<file path="config.mk">
export PLATFORM = sky130hd
export DESIGN_NAME = fifo_wr_arbiter_flat
export DESIGN_NICKNAME = d
export VERILOG_FILES = /design/src/rtl/fifo_wr_arbiter_pkg.sv /design/src/rtl/fifo_wr_arbiter_if.sv /design/src/rtl/fifo_wr_arbiter_rr_priority_picker.sv /design/src/rtl/fifo_wr_arbiter.sv /design/src/flat_wrapper.sv
export SDC_FILE = /design/constraint.sdc
export NUM_CORES = 1
export LEC_CHECK = 0
export ABC_AREA = 1
export ABC_CLOCK_PERIOD_IN_PS = 6000
export CORE_UTILIZATION = 30
export CTS_CLUSTER_DIAMETER = 30
export DETAILED_ROUTE_END_ITERATION = 16
export PLACE_DENSITY = 0.64
export SYNTH_ARGS = -nofsm -noshare
export SYNTH_HDL_FRONTEND = slang
export SYNTH_SLANG_ARGS = --single-unit
export TNS_END_PERCENT = 1
</file>
<file path="constraint.sdc">
create_clock -name clk -period 6 [get_ports clk]
set_input_delay 0.9 -clock clk [delete_from_list [all_inputs] [get_ports clk]]
set_output_delay 0.9 -clock clk [all_outputs]
set_load 0.05 [all_outputs]
</file>
<file path="src/rtl/fifo_wr_arbiter_pkg.sv">
// fifo_arb_pkg: arbiter state encoding and the helper that sizes producer ids
package fifo_arb_pkg;
  typedef enum logic {IDLE, LOCKED} arb_state_t;
  function automatic int id_width(input int n);
    return ($clog2(n) > 1) ? $clog2(n) : 1;
  endfunction
endpackage

</file>
<file path="src/rtl/fifo_wr_arbiter_if.sv">
// fifo_wr_arbiter_if: producer handshake, fifo write port and arbiter status
//   master: producers + fifo (drive req_valid/req_last/req_data/fifo_full)
//   slave : arbiter (drives req_ready/fifo_wr/fifo_w_data/grant_id/locked/burst_err)
interface fifo_wr_arbiter_if #(parameter int NUM_REQ = 4, parameter int DATA_WIDTH = 8);
  import fifo_arb_pkg::*;
  localparam int IW = id_width(NUM_REQ);
  logic [NUM_REQ-1:0]            req_valid;
  logic [NUM_REQ-1:0]            req_last;
  logic [NUM_REQ*DATA_WIDTH-1:0] req_data;
  logic [NUM_REQ-1:0]            req_ready;
  logic                          fifo_wr;
  logic [DATA_WIDTH-1:0]         fifo_w_data;
  logic                          fifo_full;
  logic [IW-1:0]                 grant_id;
  logic                          locked;
  logic                          burst_err;
  modport master (
    output req_valid, req_last, req_data, fifo_full,
    input  req_ready, fifo_wr, fifo_w_data, grant_id, locked, burst_err
  );
  modport slave (
    input  req_valid, req_last, req_data, fifo_full,
    output req_ready, fifo_wr, fifo_w_data, grant_id, locked, burst_err
  );
endinterface

</file>
<file path="src/rtl/fifo_wr_arbiter_rr_priority_picker.sv">
// rr_priority_picker: first valid request at or after rr_ptr_i, wrapping
//   req_i: request vector, rr_ptr_i: search start
//   grant_o: selected index (rr_ptr_i when none), any_valid_o: some request set
module rr_priority_picker
  import fifo_arb_pkg::*;
#(
  parameter int NUM_REQ = 4,
  localparam int IW = id_width(NUM_REQ)
) (
  input  logic [NUM_REQ-1:0] req_i,
  input  logic [IW-1:0]      rr_ptr_i,
  output logic [IW-1:0]      grant_o,
  output logic               any_valid_o
);
  function automatic int wrap(input int x);
    return (x >= NUM_REQ) ? x - NUM_REQ : x;
  endfunction
  // Scan from the farthest offset down so the nearest hit is written last.
  always_comb begin
    grant_o = rr_ptr_i;
    any_valid_o = 1'b0;
    for (int k = NUM_REQ - 1; k >= 0; k--) begin
      if (req_i[wrap(int'(rr_ptr_i) + k)]) begin
        grant_o = IW'(wrap(int'(rr_ptr_i) + k));
        any_valid_o = 1'b1;
      end
    end
  end
endmodule

</file>
<file path="src/rtl/fifo_wr_arbiter.sv">
// fifo_wr_arbiter: round-robin arbiter sharing one fifo write port, with packet lock
//   clk, reset (async, active-low)
//   bus (slave): producer valid/last/data/ready, fifo wr/w_data/full, grant_id/locked/burst_err
module fifo_wr_arbiter
  import fifo_arb_pkg::*;
#(
  parameter int NUM_REQ    = 4,
  parameter int DATA_WIDTH = 8,
  parameter int MAX_BURST  = 16
) (
  input logic               clk,
  input logic               reset,
  fifo_wr_arbiter_if.slave  bus
);
  localparam int IW = id_width(NUM_REQ);
  localparam int BW = $clog2(MAX_BURST) + 1;
  arb_state_t    state_q, state_d;
  logic [IW-1:0] rr_ptr_q, rr_ptr_d, lock_id_q, lock_id_d, grant_q, grant_d;
  logic [IW-1:0] pick, g;
  logic [BW-1:0] beat_q, beat_d;
  logic          err_q, err_d;
  logic          any_valid, sel, xfer, last;

  function automatic logic [IW-1:0] nxt(input logic [IW-1:0] x);
    return (x == IW'(NUM_REQ - 1)) ? '0 : x + 1'b1;
  endfunction

  rr_priority_picker #(.NUM_REQ(NUM_REQ)) u_pick (
    .req_i       (bus.req_valid),
    .rr_ptr_i    (rr_ptr_q),
    .grant_o     (pick),
    .any_valid_o (any_valid)
  );

  // While locked the owner keeps the port even if it idles; reset and full mask every ready.
  assign g               = (state_q == LOCKED) ? lock_id_q : pick;
  assign sel             = reset && !bus.fifo_full && (state_q == LOCKED || any_valid);
  assign bus.req_ready   = sel ? (NUM_REQ'(1) << g) : '0;
  assign xfer            = sel && bus.req_valid[g];
  assign last            = bus.req_last[g];
  assign bus.fifo_wr     = xfer;
  assign bus.fifo_w_data = bus.req_data[int'(g)*DATA_WIDTH +: DATA_WIDTH];
  assign bus.grant_id    = grant_q;
  assign bus.locked      = (state_q == LOCKED);
  assign bus.burst_err   = err_q;

  always_comb begin
    state_d   = state_q;
    rr_ptr_d  = rr_ptr_q;
    lock_id_d = lock_id_q;
    grant_d   = grant_q;
    beat_d    = beat_q;
    err_d     = err_q;
    if (xfer && state_q == IDLE) begin
      grant_d = g;
      if (last) rr_ptr_d = nxt(g);
      else begin
        state_d   = LOCKED;
        lock_id_d = g;
        beat_d    = BW'(1);
      end
    end else if (xfer) begin
      // A non-last beat at the limit forces release and flags the overrun.
      if (last || beat_q == BW'(MAX_BURST - 1)) begin
        state_d  = IDLE;
        rr_ptr_d = nxt(lock_id_q);
        beat_d   = '0;
        err_d    = err_q | !last;
      end else beat_d = beat_q + 1'b1;
    end
  end

  always_ff @(posedge clk or negedge reset) begin
    if (!reset) begin
      state_q   <= IDLE;
      rr_ptr_q  <= '0;
      lock_id_q <= '0;
      grant_q   <= '0;
      beat_q    <= '0;
      err_q     <= 1'b0;
    end else begin
      state_q   <= state_d;
      rr_ptr_q  <= rr_ptr_d;
      lock_id_q <= lock_id_d;
      grant_q   <= grant_d;
      beat_q    <= beat_d;
      err_q     <= err_d;
    end
  end
endmodule

</file>
<file path="src/flat_wrapper.sv">
// flat-port wrapper written by rule: the top's interface ports become plain ports
module fifo_wr_arbiter_flat import fifo_arb_pkg::*;
#(
  parameter int NUM_REQ    = 4,
  parameter int DATA_WIDTH = 8,
  parameter int MAX_BURST  = 16
)
  (clk, reset, bus_req_valid, bus_req_last, bus_req_data, bus_fifo_full, bus_req_ready, bus_fifo_wr, bus_fifo_w_data, bus_grant_id, bus_locked, bus_burst_err);
  fifo_wr_arbiter_if #(.NUM_REQ(NUM_REQ), .DATA_WIDTH(DATA_WIDTH)) bus_i ();
  input logic clk;
  input logic reset;
  input wire logic [$bits(bus_i.req_valid)-1:0] bus_req_valid;
  input wire logic [$bits(bus_i.req_last)-1:0] bus_req_last;
  input wire logic [$bits(bus_i.req_data)-1:0] bus_req_data;
  input wire logic [$bits(bus_i.fifo_full)-1:0] bus_fifo_full;
  output wire logic [$bits(bus_i.req_ready)-1:0] bus_req_ready;
  output wire logic [$bits(bus_i.fifo_wr)-1:0] bus_fifo_wr;
  output wire logic [$bits(bus_i.fifo_w_data)-1:0] bus_fifo_w_data;
  output wire logic [$bits(bus_i.grant_id)-1:0] bus_grant_id;
  output wire logic [$bits(bus_i.locked)-1:0] bus_locked;
  output wire logic [$bits(bus_i.burst_err)-1:0] bus_burst_err;
  assign bus_i.req_valid = bus_req_valid;
  assign bus_i.req_last = bus_req_last;
  assign bus_i.req_data = bus_req_data;
  assign bus_i.fifo_full = bus_fifo_full;
  assign bus_req_ready = bus_i.req_ready;
  assign bus_fifo_wr = bus_i.fifo_wr;
  assign bus_fifo_w_data = bus_i.fifo_w_data;
  assign bus_grant_id = bus_i.grant_id;
  assign bus_locked = bus_i.locked;
  assign bus_burst_err = bus_i.burst_err;
  fifo_wr_arbiter #(.NUM_REQ(NUM_REQ), .DATA_WIDTH(DATA_WIDTH), .MAX_BURST(MAX_BURST)) u_core (.clk(clk), .reset(reset), .bus(bus_i));
endmodule
</file>
==> impl_metrics.json <==
{
  "status": "completed",
  "worst_slack_ns": 1.22,
  "cts_tree": "built",
  "overflow": 0,
  "p_leak_nw": 0.996,
  "rsz0062_at_grt": "false",
  "async_flop_share": 1.00,
  "cts-root-buf": "clkbuf_8",
  "synth_seq_cells": 13,
  "ys_seq_area_frac": 0.221,
  "hold_path_class": "reg2reg",
  "drtPass1Iterations": 4,
  "grt_max_degree": 27,
  "skew_ns": 0.00186,
  "cts_resized": 0,
  "power_mw": 1.31,
  "vias": 1625,
  "post_cts_buffers": 0,
  "worstPathRequired_ns": 5.10,
  "critPathArrivalTime_ns": 3.88,
  "clockBufferDepth": 2,
  "drv_slew": 0,
  "final-hold-violation-count": 0,
  "yosysTopAreaCell": "dfrtp_1",
  "clock_sinks": 13,
  "min_period_ns": 4.78,
  "cts_max_level": 1,
  "synth_ff_type": "dfrtp_1",
  "vias_per_cell": 4.67,
  "drt_wl_total_mm": 3.89,
  "gp_congestion": 0.819,
  "dieWidth_um": 72.0,
  "routedWlPerCell_um": 11.2,
  "netlist_instances": 225,
  "dp_hpwl_mm": 3.03,
  "ir_worst_vdd_mv": 0.381,
  "grtUsageTotal": 0.163,
  "fin_hold_ws_ns": 0.472,
  "finalNetCount": 332,
  "drtAntennaViolNets": 0,
  "crit_type": "in2out",
  "pin_count": 60,
  "period_share": 0.797,
  "syn_nets": 275,
  "ctsHoldBuffers": 0,
  "io_buffer_count": 59,
  "power_density_mw_per_mm2": 611,
  "dp.cells": 344,
  "drt_iter0_markers": 55,
  "pre_cts_ws_ns": 1.20,
  "endpoint_kind": "primary output",
  "fmaxAchievable_mhz": 209,
  "dieArea_mm2": 0.00518,
  "clk_pin_slew_ns": 0.05,
  "area.growth.synth_to_final_pct": 45.4,
  "tns_ns": 0,
  "synth.cell_area_mm2": 0.00147,
  "clk-insertion-delay-late_ns": 0.24,
  "route.detailed.drc": 0,
  "worst_slew_pin_slew_ns": 0.594,
  "cts_inserted_buffers": 3,
  "netlist_top_cells_area": "dfrtp_1, nand2_1, nand3_1",
  "ys_warn_count": 0,
  "slew_headroom": 0.604,
  "avgSynthCellArea_um2": 6.53,
  "start_kind": "input port",
  "grt_antenna_before_repair": 0,
  "coreArea_mm2": 0.00472,
  "insertedDiodeCount": 0,
  "die_h_um": 72.0,
  "rows": 25,
  "max_cap_viol_count": 0,
  "ys_types": 33,
  "first_global_vias": 1568,
  "drive_above_1_share": 0.121,
  "grt_pass1_wl_mm": 6.86,
  "synth_top_area_share": 0.221,
  "finalSetupViolCount": 0,
  "synth-edff-count": 0,
  "instances_no_fill": 348,
  "start_util": 0.311,
  "worstPathMaxFanout": 15
}
[cells in the mapped netlist (2+ instances only)]
cell,instances
buf_6,3
nand4_1,2
xor2_1,2
or2_2,2
nand2_1,55
ha_1,7
clkbuf_1,3
o21ai_0,19
nand3_4,2
dfrtp_1,13
nor2_4,2
o22ai_1,8
nor2_1,25
nand3_2,5
inv_1,22
nand3_1,26
o21ai_2,3
buf_4,2
nand2_4,2
nand2_2,3
inv_2,7
[cell type report]
cell class | count | area [um2]
clock buffer | 4 | 45.0
inverter | 29 | 109
multi-input combinational | 175 | 975
timing repair buffer | 60 | 598
tap | 67 | 83.8
fill | 490 | 2590
sequential | 13 | 325
[power by group]
| group | switching [mW] | total, mW | internal [mW] |
|---|---|---|---|
| Combinational | 0.720 | 1.06 | 0.344 |
| Sequential | 0.0483 | 0.164 | 0.116 |
| Clock | 0.0308 | 0.0776 | 0.0469 |
[layout by cell type, fill, tap and decap left out, drive strengths merged, types with 3 or more instances in the layout]
cell            n
nor2           28
inv            29
nand2          60
dfrtp          13
nand3          33
ha              7
o21ai          23
clkdlybuf4s50  59
o22ai           8
clkbuf          4
nand4           3
[registers in the layout, summed over array words and instances, names as in the netlist]
signal	count
u_core.bus.locked	1
u_core.bus.grant_id	2
u_core.rr_ptr_q	2
u_core.beat_q	5
u_core.lock_id_q	2
u_core.bus.burst_err	1
[path summary, 6_finish.rpt]
path                                       from                endpoint  slack, ns  cells past startpoint
hold reg to reg            u_core.bus.burst_err    u_core.bus.burst_err       0.47                      1
hold / removal             u_core.bus.burst_err    u_core.bus.burst_err       0.47                      1
min in group asynchronous                 reset  u_core.bus.grant_id[0]       0.97                      2
max in group asynchronous                 reset  u_core.bus.grant_id[1]       4.86                      2
setup / recovery               bus_req_valid[1]             bus_fifo_wr       1.22                     14
setup reg to reg             u_core.rr_ptr_q[0]      u_core.rr_ptr_q[1]       3.15                     13
[metrics by stage]
stage	util	area (um2)
floorplan	-	1470
global placement	0.443	2090
detailed placement	0.443	2090
CTS	0.452	2140
global route	0.452	2140
finish	0.452	2140
[cells by family after synthesis]
group                      share of synthesized area
and+or+nand+nor                                0.437
buffers and inverters                          0.115
AOI/OAI and AO/OA                              0.144
DFF                                            0.221
adders and majority gates                     0.0596
xor gates and xnor gates                      0.0230
[per-layer routing]
| metal | vias to the layer above | GRT usage | wire (um) |
|---|---|---|---|
| met3 | 6 | 0.0431 | 319 |
| li1 | 845 | - | - |
| met5 | - | 0 | 0 |
| met1 | 707 | 0.206 | 1770 |
| met4 | 0 | 0.0327 | 34 |
| met2 | 67 | 0.282 | 1770 |
[worst max-delay path, cell delays in order]
cell	delay, ns
clkdlybuf4s50_1	0.48
inv_1	0.08
o21ai_2	0.21
nand2_1	0.13
nand3_1	0.09
nand4_1	0.08
nand2_1	0.09
nand2_1	0.29
inv_2	0.31
nand3_2	0.13
nand2_4	0.12
nand2_2	0.10
inv_1	0.07
clkdlybuf4s50_1	0.79
Power figures use the tool's default switching activity.
